## src/rtl/exu_longp_sched_pkg.sv

```systemverilog
// Shared widths, unit encodings and the OITF entry layout for the long-pipe
// write-back scheduler.
package exu_longp_sched_pkg;

  localparam int XLEN              = 32;
  localparam int RFIDX_WIDTH       = 5;
  localparam int LONGP_OITF_DEPTH  = 4;
  localparam int LONGP_ITAG_WIDTH  = 2;

  typedef enum logic {
    LONGP_UNIT_LSU = 1'b0,
    LONGP_UNIT_MDV = 1'b1
  } longp_unit_e;

  typedef struct packed {
    longp_unit_e             unit;
    logic                    rdwen;
    logic [RFIDX_WIDTH-1:0]  rdidx;
  } oitf_entry_t;

endpackage

```

## src/rtl/exu_longp_sched_if.sv

```systemverilog
// Dispatch, unit write-back and arbiter-side signals of the long-pipe scheduler.
interface exu_longp_sched_if #(
  parameter int ITAG_W = 2
);
  import exu_longp_sched_pkg::*;

  logic                    disp_i_valid;
  logic                    disp_i_ready;
  logic                    disp_i_unit;
  logic                    disp_i_rdwen;
  logic [RFIDX_WIDTH-1:0]  disp_i_rdidx;
  logic [ITAG_W-1:0]       disp_o_itag;
  logic                    oitf_empty;

  logic                    lsu_wbck_i_valid;
  logic                    lsu_wbck_i_ready;
  logic [XLEN-1:0]         lsu_wbck_i_wdat;
  logic [ITAG_W-1:0]       lsu_wbck_i_itag;

  logic                    mdv_wbck_i_valid;
  logic                    mdv_wbck_i_ready;
  logic [XLEN-1:0]         mdv_wbck_i_wdat;
  logic [ITAG_W-1:0]       mdv_wbck_i_itag;

  logic                    longp_wbck_o_valid;
  logic                    longp_wbck_o_ready;
  logic [XLEN-1:0]         longp_wbck_o_wdat;
  logic [RFIDX_WIDTH-1:0]  longp_wbck_o_rdidx;

  modport master (
    output disp_i_valid, disp_i_unit, disp_i_rdwen, disp_i_rdidx,
    input  disp_i_ready, disp_o_itag, oitf_empty,
    output lsu_wbck_i_valid, lsu_wbck_i_wdat, lsu_wbck_i_itag,
    input  lsu_wbck_i_ready,
    output mdv_wbck_i_valid, mdv_wbck_i_wdat, mdv_wbck_i_itag,
    input  mdv_wbck_i_ready,
    input  longp_wbck_o_valid, longp_wbck_o_wdat, longp_wbck_o_rdidx,
    output longp_wbck_o_ready
  );

  modport slave (
    input  disp_i_valid, disp_i_unit, disp_i_rdwen, disp_i_rdidx,
    output disp_i_ready, disp_o_itag, oitf_empty,
    input  lsu_wbck_i_valid, lsu_wbck_i_wdat, lsu_wbck_i_itag,
    output lsu_wbck_i_ready,
    input  mdv_wbck_i_valid, mdv_wbck_i_wdat, mdv_wbck_i_itag,
    output mdv_wbck_i_ready,
    output longp_wbck_o_valid, longp_wbck_o_wdat, longp_wbck_o_rdidx,
    input  longp_wbck_o_ready
  );

endinterface

```

## src/rtl/exu_oitf.sv

```systemverilog
// In-order outstanding-instruction FIFO: wrap-bit pointers, entry storage and
// head fields for the long-pipe scheduler.
module exu_oitf
  import exu_longp_sched_pkg::*;
#(
  parameter int OITF_DEPTH = 4,
  parameter int ITAG_W     = 2
) (
  input  logic               clk,
  input  logic               rst,
  input  logic               flush,
  input  logic               alloc,
  input  oitf_entry_t        alloc_entry,
  input  logic               retire,
  output logic               full,
  output logic               empty,
  output logic [ITAG_W-1:0]  wptr_idx,
  output logic [ITAG_W-1:0]  rptr_idx,
  output oitf_entry_t        head
);

  localparam logic [ITAG_W:0] PTR_ONE = {{ITAG_W{1'b0}}, 1'b1};

  logic [ITAG_W:0] wptr_q;
  logic [ITAG_W:0] rptr_q;
  oitf_entry_t     entries_q [OITF_DEPTH];

  assign wptr_idx = wptr_q[ITAG_W-1:0];
  assign rptr_idx = rptr_q[ITAG_W-1:0];
  assign empty    = (wptr_q == rptr_q);
  assign full     = (wptr_idx == rptr_idx) && (wptr_q[ITAG_W] != rptr_q[ITAG_W]);
  assign head     = entries_q[rptr_idx];

  always_ff @(posedge clk) begin
    if (rst || flush) begin
      wptr_q <= '0;
      rptr_q <= '0;
    end else begin
      if (alloc)  wptr_q <= wptr_q + PTR_ONE;
      if (retire) rptr_q <= rptr_q + PTR_ONE;
    end
  end

  // Entry payloads are never cleared; the pointers alone define validity.
  always_ff @(posedge clk) begin
    if (alloc) entries_q[wptr_idx] <= alloc_entry;
  end

endmodule

```

## src/rtl/exu_longp_sched.sv

```systemverilog
// Long-pipe write-back scheduler: retires LSU/MULDIV results strictly in issue
// order through a one-entry registered stage toward the write-back arbiter.
module exu_longp_sched
  import exu_longp_sched_pkg::*;
#(
  parameter int OITF_DEPTH = LONGP_OITF_DEPTH,
  parameter int ITAG_W     = LONGP_ITAG_WIDTH
) (
  input  logic              clk,
  input  logic              rst,
  input  logic              flush_i,
  exu_longp_sched_if.slave  bus
);

  logic                    full;
  logic                    empty;
  logic [ITAG_W-1:0]       wptr_idx;
  logic [ITAG_W-1:0]       rptr_idx;
  oitf_entry_t             head;
  oitf_entry_t             alloc_entry;
  logic                    alloc;
  logic                    retire;
  logic                    out_can_load;
  logic                    head_ok;
  logic                    lsu_ready;
  logic                    mdv_ready;
  logic                    lsu_fire;
  logic                    mdv_fire;
  logic [XLEN-1:0]         sel_wdat;

  logic                    out_valid_q;
  logic [XLEN-1:0]         out_wdat_q;
  logic [RFIDX_WIDTH-1:0]  out_rdidx_q;

  assign alloc_entry = '{unit:  longp_unit_e'(bus.disp_i_unit),
                         rdwen: bus.disp_i_rdwen,
                         rdidx: bus.disp_i_rdidx};

  assign bus.disp_i_ready = ~full & ~flush_i;
  assign bus.disp_o_itag  = wptr_idx;
  assign bus.oitf_empty   = empty;
  assign alloc            = bus.disp_i_valid & bus.disp_i_ready;

  // Only the unit owning the head, presenting the head's tag, may retire.
  assign out_can_load = ~out_valid_q | bus.longp_wbck_o_ready;
  assign head_ok      = ~empty & ~flush_i & out_can_load;
  assign lsu_ready    = head_ok && (head.unit == LONGP_UNIT_LSU) &&
                        (bus.lsu_wbck_i_itag == rptr_idx);
  assign mdv_ready    = head_ok && (head.unit == LONGP_UNIT_MDV) &&
                        (bus.mdv_wbck_i_itag == rptr_idx);

  assign bus.lsu_wbck_i_ready = lsu_ready;
  assign bus.mdv_wbck_i_ready = mdv_ready;

  assign lsu_fire = lsu_ready & bus.lsu_wbck_i_valid;
  assign mdv_fire = mdv_ready & bus.mdv_wbck_i_valid;
  assign retire   = lsu_fire | mdv_fire;
  assign sel_wdat = mdv_fire ? bus.mdv_wbck_i_wdat : bus.lsu_wbck_i_wdat;

  exu_oitf #(
    .OITF_DEPTH (OITF_DEPTH),
    .ITAG_W     (ITAG_W)
  ) u_oitf (
    .clk         (clk),
    .rst         (rst),
    .flush       (flush_i),
    .alloc       (alloc),
    .alloc_entry (alloc_entry),
    .retire      (retire),
    .full        (full),
    .empty       (empty),
    .wptr_idx    (wptr_idx),
    .rptr_idx    (rptr_idx),
    .head        (head)
  );

  // Stores (rdwen = 0) pop the OITF without producing a write-back beat.
  always_ff @(posedge clk) begin
    if (rst) begin
      out_valid_q <= 1'b0;
      out_wdat_q  <= '0;
      out_rdidx_q <= '0;
    end else if (flush_i) begin
      out_valid_q <= 1'b0;
    end else if (retire && head.rdwen) begin
      out_valid_q <= 1'b1;
      out_wdat_q  <= sel_wdat;
      out_rdidx_q <= head.rdidx;
    end else if (bus.longp_wbck_o_ready) begin
      out_valid_q <= 1'b0;
    end
  end

  assign bus.longp_wbck_o_valid = out_valid_q;
  assign bus.longp_wbck_o_wdat  = out_wdat_q;
  assign bus.longp_wbck_o_rdidx = out_rdidx_q;

endmodule

```

## src/flat_wrapper.sv

```systemverilog
// flat-port wrapper written by rule: the top's interface ports become plain ports
module exu_longp_sched_flat import exu_longp_sched_pkg::*;
#(
  parameter int OITF_DEPTH = LONGP_OITF_DEPTH,
  parameter int ITAG_W     = LONGP_ITAG_WIDTH
)
  (clk, rst, flush_i, bus_disp_i_valid, bus_disp_i_unit, bus_disp_i_rdwen, bus_disp_i_rdidx, bus_disp_i_ready, bus_disp_o_itag, bus_oitf_empty, bus_lsu_wbck_i_valid, bus_lsu_wbck_i_wdat, bus_lsu_wbck_i_itag, bus_lsu_wbck_i_ready, bus_mdv_wbck_i_valid, bus_mdv_wbck_i_wdat, bus_mdv_wbck_i_itag, bus_mdv_wbck_i_ready, bus_longp_wbck_o_valid, bus_longp_wbck_o_wdat, bus_longp_wbck_o_rdidx, bus_longp_wbck_o_ready);
  exu_longp_sched_if #(.ITAG_W(ITAG_W)) bus_i ();
  input  logic clk;
  input  logic rst;
  input  logic flush_i;
  input wire logic [$bits(bus_i.disp_i_valid)-1:0] bus_disp_i_valid;
  input wire logic [$bits(bus_i.disp_i_unit)-1:0] bus_disp_i_unit;
  input wire logic [$bits(bus_i.disp_i_rdwen)-1:0] bus_disp_i_rdwen;
  input wire logic [$bits(bus_i.disp_i_rdidx)-1:0] bus_disp_i_rdidx;
  output wire logic [$bits(bus_i.disp_i_ready)-1:0] bus_disp_i_ready;
  output wire logic [$bits(bus_i.disp_o_itag)-1:0] bus_disp_o_itag;
  output wire logic [$bits(bus_i.oitf_empty)-1:0] bus_oitf_empty;
  input wire logic [$bits(bus_i.lsu_wbck_i_valid)-1:0] bus_lsu_wbck_i_valid;
  input wire logic [$bits(bus_i.lsu_wbck_i_wdat)-1:0] bus_lsu_wbck_i_wdat;
  input wire logic [$bits(bus_i.lsu_wbck_i_itag)-1:0] bus_lsu_wbck_i_itag;
  output wire logic [$bits(bus_i.lsu_wbck_i_ready)-1:0] bus_lsu_wbck_i_ready;
  input wire logic [$bits(bus_i.mdv_wbck_i_valid)-1:0] bus_mdv_wbck_i_valid;
  input wire logic [$bits(bus_i.mdv_wbck_i_wdat)-1:0] bus_mdv_wbck_i_wdat;
  input wire logic [$bits(bus_i.mdv_wbck_i_itag)-1:0] bus_mdv_wbck_i_itag;
  output wire logic [$bits(bus_i.mdv_wbck_i_ready)-1:0] bus_mdv_wbck_i_ready;
  output wire logic [$bits(bus_i.longp_wbck_o_valid)-1:0] bus_longp_wbck_o_valid;
  output wire logic [$bits(bus_i.longp_wbck_o_wdat)-1:0] bus_longp_wbck_o_wdat;
  output wire logic [$bits(bus_i.longp_wbck_o_rdidx)-1:0] bus_longp_wbck_o_rdidx;
  input wire logic [$bits(bus_i.longp_wbck_o_ready)-1:0] bus_longp_wbck_o_ready;
  assign bus_i.disp_i_valid = bus_disp_i_valid;
  assign bus_i.disp_i_unit = bus_disp_i_unit;
  assign bus_i.disp_i_rdwen = bus_disp_i_rdwen;
  assign bus_i.disp_i_rdidx = bus_disp_i_rdidx;
  assign bus_disp_i_ready = bus_i.disp_i_ready;
  assign bus_disp_o_itag = bus_i.disp_o_itag;
  assign bus_oitf_empty = bus_i.oitf_empty;
  assign bus_i.lsu_wbck_i_valid = bus_lsu_wbck_i_valid;
  assign bus_i.lsu_wbck_i_wdat = bus_lsu_wbck_i_wdat;
  assign bus_i.lsu_wbck_i_itag = bus_lsu_wbck_i_itag;
  assign bus_lsu_wbck_i_ready = bus_i.lsu_wbck_i_ready;
  assign bus_i.mdv_wbck_i_valid = bus_mdv_wbck_i_valid;
  assign bus_i.mdv_wbck_i_wdat = bus_mdv_wbck_i_wdat;
  assign bus_i.mdv_wbck_i_itag = bus_mdv_wbck_i_itag;
  assign bus_mdv_wbck_i_ready = bus_i.mdv_wbck_i_ready;
  assign bus_longp_wbck_o_valid = bus_i.longp_wbck_o_valid;
  assign bus_longp_wbck_o_wdat = bus_i.longp_wbck_o_wdat;
  assign bus_longp_wbck_o_rdidx = bus_i.longp_wbck_o_rdidx;
  assign bus_i.longp_wbck_o_ready = bus_longp_wbck_o_ready;
  exu_longp_sched #(.OITF_DEPTH(OITF_DEPTH), .ITAG_W(ITAG_W)) u_core (.clk(clk), .rst(rst), .flush_i(flush_i), .bus(bus_i));
endmodule
```

## config.mk

```make
export PLATFORM = sky130hd
export DESIGN_NAME = exu_longp_sched_flat
export DESIGN_NICKNAME = d
export VERILOG_FILES = /design/src/rtl/exu_longp_sched_pkg.sv /design/src/rtl/exu_longp_sched_if.sv /design/src/rtl/exu_oitf.sv /design/src/rtl/exu_longp_sched.sv /design/src/flat_wrapper.sv
export SDC_FILE = /design/constraint.sdc
export NUM_CORES = 1
export LEC_CHECK = 0
export ABC_AREA = 1
export BUFFER_PORTS_ARGS = -buffer_cell sky130_fd_sc_hd__buf_2
export CAP_MARGIN = 5
export CORE_MARGIN = 8
export CORE_UTILIZATION = 39
export CTS_BUF_LIST = sky130_fd_sc_hd__clkbuf_4 sky130_fd_sc_hd__clkbuf_8
export CTS_CLUSTER_DIAMETER = 80
export DETAILED_ROUTE_END_ITERATION = 6
export GPL_ROUTABILITY_DRIVEN = 0
export HOLD_SLACK_MARGIN = 0.06
export PLACE_DENSITY = 0.73
export SYNTH_ARGS = -nofsm -noshare
export SYNTH_HDL_FRONTEND = slang
export SYNTH_SLANG_ARGS = --single-unit
```

## constraint.sdc

```tcl
create_clock -name clk -period 3.7 [get_ports clk]
set_clock_uncertainty 0.15 [all_clocks]
set_input_delay 0.37 -clock clk [delete_from_list [all_inputs] [get_ports clk]]
set_output_delay 0.37 -clock clk [all_outputs]
set_load 0.03 [all_outputs]
```

Word level (Yosys, flattened, before mapping)

Memories as Yosys holds them, arrays and structs flattened. A register that Yosys moved wholly into a read port is not among the register bits.
Cells that the tools add are included.

Register bits after elaboration: 44
Memory bits (writable): 28
Memories: 1
Word-level logic and storage cells: 43
Latch bits: 0
Input bits: 82
Output and inout bits: 44
ROM bits: 0

Magnitude comparators: 0
Bitwise operators: 13
Multiplexer cells: 7
$add $sub $neg: 2
Equal/unequal tests: 5
$mul: 0
Divide/modulo/power cells: 0
Reduce and logical (&&, ||, !) cells: 10
Shift operators: 0

Memory list:

| name                    | depth | bits a word | rd ports | clocked after memory_dff | write ports | line           | source |
|---|---|---|---|---|---|---|---|
| u_core.u_oitf.entries_q | 4     | 7           | 1        | 1                        | 1           | exu_oitf.sv:26 | `oitf_entry_t entries_q [OITF_DEPTH];` |

Operators with widths:

| cell                                        | count |
|---|---|
| two-way mux 32 bit                          | 1 |
| adder 3 x 1 -> 3 bit, second input constant | 2 |
| bitwise AND 1 bit                           | 6 |
| equality test 2 bit                         | 3 |
| logical AND 1 bit                           | 6 |
| inverter 1 bit                              | 5 |
| two-way mux 1 bit                           | 4 |
| two-way mux 2 bit                           | 2 |
| equality test 3 bit                         | 1 |
| OR 1 bit                                    | 2 |
| AND reduction 2 bit                         | 1 |
| nonzero test 2 bit                          | 1 |
| OR reduction 2 bit                          | 1 |
| logical OR 1 bit                            | 1 |
| != test 1 bit                               | 1 |

Depth between registers and ports, before layout

Depth after elaboration: 10
Gate-level depth with buffers: 13
Depth with buffers taken out: 12

Cells and area by module

A second synthesis with hierarchy kept.

Cells, all modules: 544
Area, all modules: 3,826.2 µm²

Modules (own cells, without submodules):

| module          | times used | cells an instance | area each (µm²) | sequential area each (µm²) |
|---|---|---|---|---|
| exu_longp_sched | 1          | 376               | 2,199.6         | 760.7 |
| exu_oitf        | 1          | 168               | 1,626.6         | 1,001.0 |

Least setup slack after synthesis

No wires, ideal clock.

Kind: reg-to-reg
Start: reg u_core.u_oitf.wptr_q[0]
End: reg u_core.out_wdat_q[17], in the netlist u_core.bus.longp_wbck_o_wdat[17]
Library setup time: 0.113 ns
Data arrival time: 1.919 ns
Period minus slack after synthesis: 2.182 ns
Data required time: 3.437 ns
Stages on the path, launching flop included: 14
Path buffers: 2
Setup slack: 1.518 ns
Path through: dfxtp_1 -> inv_1 -> nand2_1 -> nand2_1 -> nand3_1 -> nand2_1 -> nor2_1 -> nand2_1 -> nand2_2 -> nand2_2 -> buf_6 -> buf_6 -> nor2_1 -> nor2_1

Word-level cells in the longest chain between the ends: 10
Elaborated cells on any way between the ends: 14
Classes of those cells: 1 x eq/ne; 1 x mux; 6 x bitwise; 6 x reduce/logical

Ends and longest elaborated chain:

| what                           | line                  | source |
|---|---|---|
| from (decl)                    | exu_oitf.sv:24        | `logic [ITAG_W:0] wptr_q;` |
| from (signal assigned)         | exu_oitf.sv:39        | `if (alloc) wptr_q <= wptr_q + PTR_ONE;` |
| equality test 3 bit            | exu_oitf.sv:30        | `assign empty = (wptr_q == rptr_q);` |
| inverter 1 bit                 | exu_longp_sched.sv:46 | `assign head_ok = ~empty & ~flush_i & out_can_load;` |
| bitwise AND 1 bit (2 in a row) | exu_longp_sched.sv:46 |  |
| logical AND 1 bit (2 in a row) | exu_longp_sched.sv:47 | `assign lsu_ready = head_ok && (head.unit == LONGP_UNIT_LSU) &&` |
| named net bus_lsu_wbck_i_ready | flat_wrapper.sv:22    | `output wire logic [$bits(bus_i.lsu_wbck_i_ready)-1:0] bus_lsu_wbck_i_ready;` |
| bitwise AND 1 bit              | exu_longp_sched.sv:55 | `assign lsu_fire = lsu_ready & bus.lsu_wbck_i_valid;` |
| OR 1 bit                       | exu_longp_sched.sv:57 | `assign retire = lsu_fire \| mdv_fire;` |
| logical AND 1 bit              | exu_longp_sched.sv:85 | `end else if (retire && head.rdwen) begin` |
| AND reduction 2 bit (no line)  | n/a                   |  |
| to (signal assigned)           | exu_longp_sched.sv:87 | `out_wdat_q <= sel_wdat;` |
| to (decl)                      | exu_longp_sched.sv:32 | `logic [XLEN-1:0] out_wdat_q;` |

The timed path passes the listed nets, and every way through them passes these cells.
A chain may end at the register's enable or synchronous reset.

==> results.cfg <==
[detailed_routing]
drc = 0
ant_nets = 0
wire_per_inst_um = 12.7
wl_um = 9230
routed-via-count = 3412
dr.first_iter.drc_count = 245
drt-pass1-iter-count = 4
vias_per_cell = 4.68

[timing]
fmax_ghz = 0.356
rsz0062_at_grt = false
period_minus_slack_ps = 2810
period_share_pct = 76.0
finalHoldViolations = 0
maxSlewHeadroom_pct = 52.4
tightestPinTransition_ps = 712
finalSetupViolations = 0
finalSetupTns_ps = 0
slew_viol_final = 0

[cells_and_area]
drive_above_1_share_pct = 25.1
fin_util_pct = 48.9
final_nets = 700
num-fill-cells = 892
area.growth.synth_to_final_pct = 23.2
num_antenna_cells = 0

[clock_tree]
cts_setup_buffers = 0
cts_resized = 0
clockRootBuffer = clkbuf_8
cts_tree = built
cts_sinks = 74
cts_inserted_buffers = 9
hold_buffers = 0
ctsHtreeMaxLevel = 3
clockBufferDepth = 2
clkLatencyLatePin_ps = 340
clk_pin_slew_ps = 80

[setup_path]
regToRegSetupSlack_ps = 890
path_cells = inv_2, nand2_1, nand3_1, nand2_2, nand2_1, nor2_1, nand2_1, nand2_2, nand2_2, buf_12, nand2_1, nand2_1, nor2_1
crit_fanout = 39
cp_num_cells = 13
ff2ff_path_depth = 13
worst-path-buf-inv = 2
crit_family = simple AND/OR/NAND/NOR gates
cpMostUsedCell = nand2_1
cp-start-kind = flop
cp-end-kind = flop
required_ps = 3820
cpMaxStageDelayCell = dfxtp_1
critPathMaxStageDelay_ps = 640
path_class = reg2reg
reg2reg_to = u_core.bus.longp_wbck_o_wdat[23]
cp_data_arrival_time_ps = 2930

[yosys]
synth.distinct_cells = 25
synth_fa_ha_area_share_pct = 1.73
async_flop_share_pct = 0
synth_ff_type = dfxtp_1
yosysMostFrequentCell = nand2_1
synth.top_cell.area_share_pct = 25.5
synth_compound_area_share_pct = 4.46
synthesis.nets = 588
synth_top_family_by_area = simple AND/OR/NAND/NOR gates
muxShareOfSynthArea_pct = 0
yosysTopAreaCell = dfxtp_1
yosys-top-cells-area = dfxtp_1 (25%), edfxtp_1 (23%), nand2_1 (18%)
synth_common_cells = nand2_1 (171), nor2_1 (90), inv_1 (49)
ys_ff_latch = 74
synth_edf_count = 28
synth.avg_cell_area_sq_um = 7.22
yosys_warnings = 0
synth-xor-area-share_pct = 0.484
synth-simple-area-share_pct = 35.2
syn_area_sq_um = 3620
synthCells = 501
yosysSeqAreaShare_pct = 48.7

[placement]
hpwl_um = 6840
io_buffers = 125

[worst_hold_path]
holdPathEnd = u_core.u_oitf.entries_q[2][0]
holdPathStages = 1
holdCritStartpoint = bus_disp_i_rdidx[0]
hp-class = in2reg

[floorplanning]
num_io_pins = 126
die_w_um = 112
start_util_pct = 39.7
die-area_sq_um = 12600
row_count = 35
core_area_sq_um = 9110
die_h_um = 112

[global_route]
grt_overflow_total = 0
grt_pass1_vias = 3232
grt_pass1_wl_um = 14900
antenna_found_initial = 0
grt_max_degree = 40
grt_usage_pct = 14.3

[flow_run]
cap_viol_max_count = 0

[power_and_ir_drop]
p_leak_nw = 2.38
vdd_drop_max_v = 0.000190
p_per_area_nw_per_um2 = 341
p_total_mw = 1.52

[outcome]
status = complete, no violations
[stage by stage]
stage / cells / area [sq um] / setup slack [ps] / hold WS (ps)
2_1_floorplan: 501 / 3620 / 1520 / 319
3_3_place_gp: 713 / 4290 / 969 / 322
3_5_place_dp: 713 / 4290 / 882 / 323
4_1_cts: 729 / 4460 / 876 / 72.1
5_1_grt: 729 / 4460 / 589 / 74.3
6_report: 729 / 4460 / 887 / 89.3
[worst max-delay path by stage]
stage	end
2_1_floorplan	u_core.bus.longp_wbck_o_wdat[17]
3_3_place_gp	u_core.bus.longp_wbck_o_wdat[22]
3_5_place_dp	u_core.bus.longp_wbck_o_wdat[23]
4_1_cts	u_core.bus.longp_wbck_o_wdat[23]
5_1_grt	u_core.bus.longp_wbck_o_wdat[22]
6_report	u_core.bus.longp_wbck_o_wdat[23]
[cell families (layout without fill, tap and decap cells)]
group	Yosys count	after routing
DFF	74	74
buffers and inverters	83	200
adders and majority gates	5	5
and+or+nand+nor	309	309
xor gates and xnor gates	2	2
AOI/OAI and AO/OA	28	28
[area by class of cell]
class / count / area (sq um) / share of cell area, %
Inverter: 55 / 206 / 4.63
Clock buffer: 10 / 131 / 2.95
Timing Repair Buffer: 129 / 668 / 15.0
Tap cell: 111 / 139 / 3.12
Multi-Input combinational cell: 344 / 1510 / 34.0
Clock inverter: 6 / 35.0 / 0.786
Sequential cell: 74 / 1760 / 39.5
[flip-flops by register name, summed over array words and instances, names as in the netlist, named ones only]
| register | cells |
|---|---|
| u_core.bus.longp_wbck_o_wdat | 32 |
| u_core.u_oitf.rptr_q | 3 |
| u_core.bus.longp_wbck_o_valid | 1 |
| u_core.bus.longp_wbck_o_rdidx | 5 |
| u_core.u_oitf.wptr_q | 3 |
| u_core.u_oitf.entries_q | 28 |
[placed cells by master (no fill, tap or decap)]
cell | netlist | final
edfxtp_1 | 28 | 28
o21ai_0 | 11 | 11
inv_2 | 6 | 6
buf_2 | 6 | 125
nor3_1 | 1 | 1
o22ai_1 | 3 | 3
xnor2_1 | 2 | 2
inv_1 | 49 | 49
clkinv_4 | 0 | 1
nand2_1 | 171 | 171
nand3_2 | 1 | 1
dfxtp_1 | 46 | 46
clkinv_2 | 0 | 3
nand3_1 | 8 | 8
buf_4 | 2 | 3
buf_12 | 0 | 1
a21oi_1 | 10 | 10
and3_1 | 1 | 1
clkbuf_8 | 0 | 9
clkinv_1 | 0 | 1
nor2_1 | 90 | 90
a32o_1 | 3 | 3
ha_1 | 5 | 5
nand2_2 | 3 | 3
clkinvlp_4 | 0 | 1
nand4_1 | 33 | 33
a21boi_1 | 1 | 1
nor2_2 | 1 | 1
clkbuf_4 | 0 | 1
[worst reg2reg max path: cells and delay by family (launching register included)]
| family | cells | cell delay, ps |
|---|---|---|
| buffers and inverters | 2 | 540 |
| flip-flops | 1 | 640 |
| AND/OR/NAND/NOR | 11 | 1410 |
[power by group]
| part | total (mW) | switching, mW | internal [mW] | leakage, nW |
|---|---|---|---|---|
| clock network | 0.532 | 0.286 | 0.246 | 0.0869 |
| registers | 0.856 | 0.00346 | 0.852 | 0.625 |
| logic | 0.132 | 0.0792 | 0.0531 | 1.67 |
[layer usage]
layer	track usage, %	share of wire [%]	vias up
met1	16.0	43	1501
li1	-	-	1798
met2	24.8	49	98
met3	4.29	6.3	15
met4	6.29	1.8	0
met5	0	0	-
No activity file was read; power rests on OpenSTA's default activity.
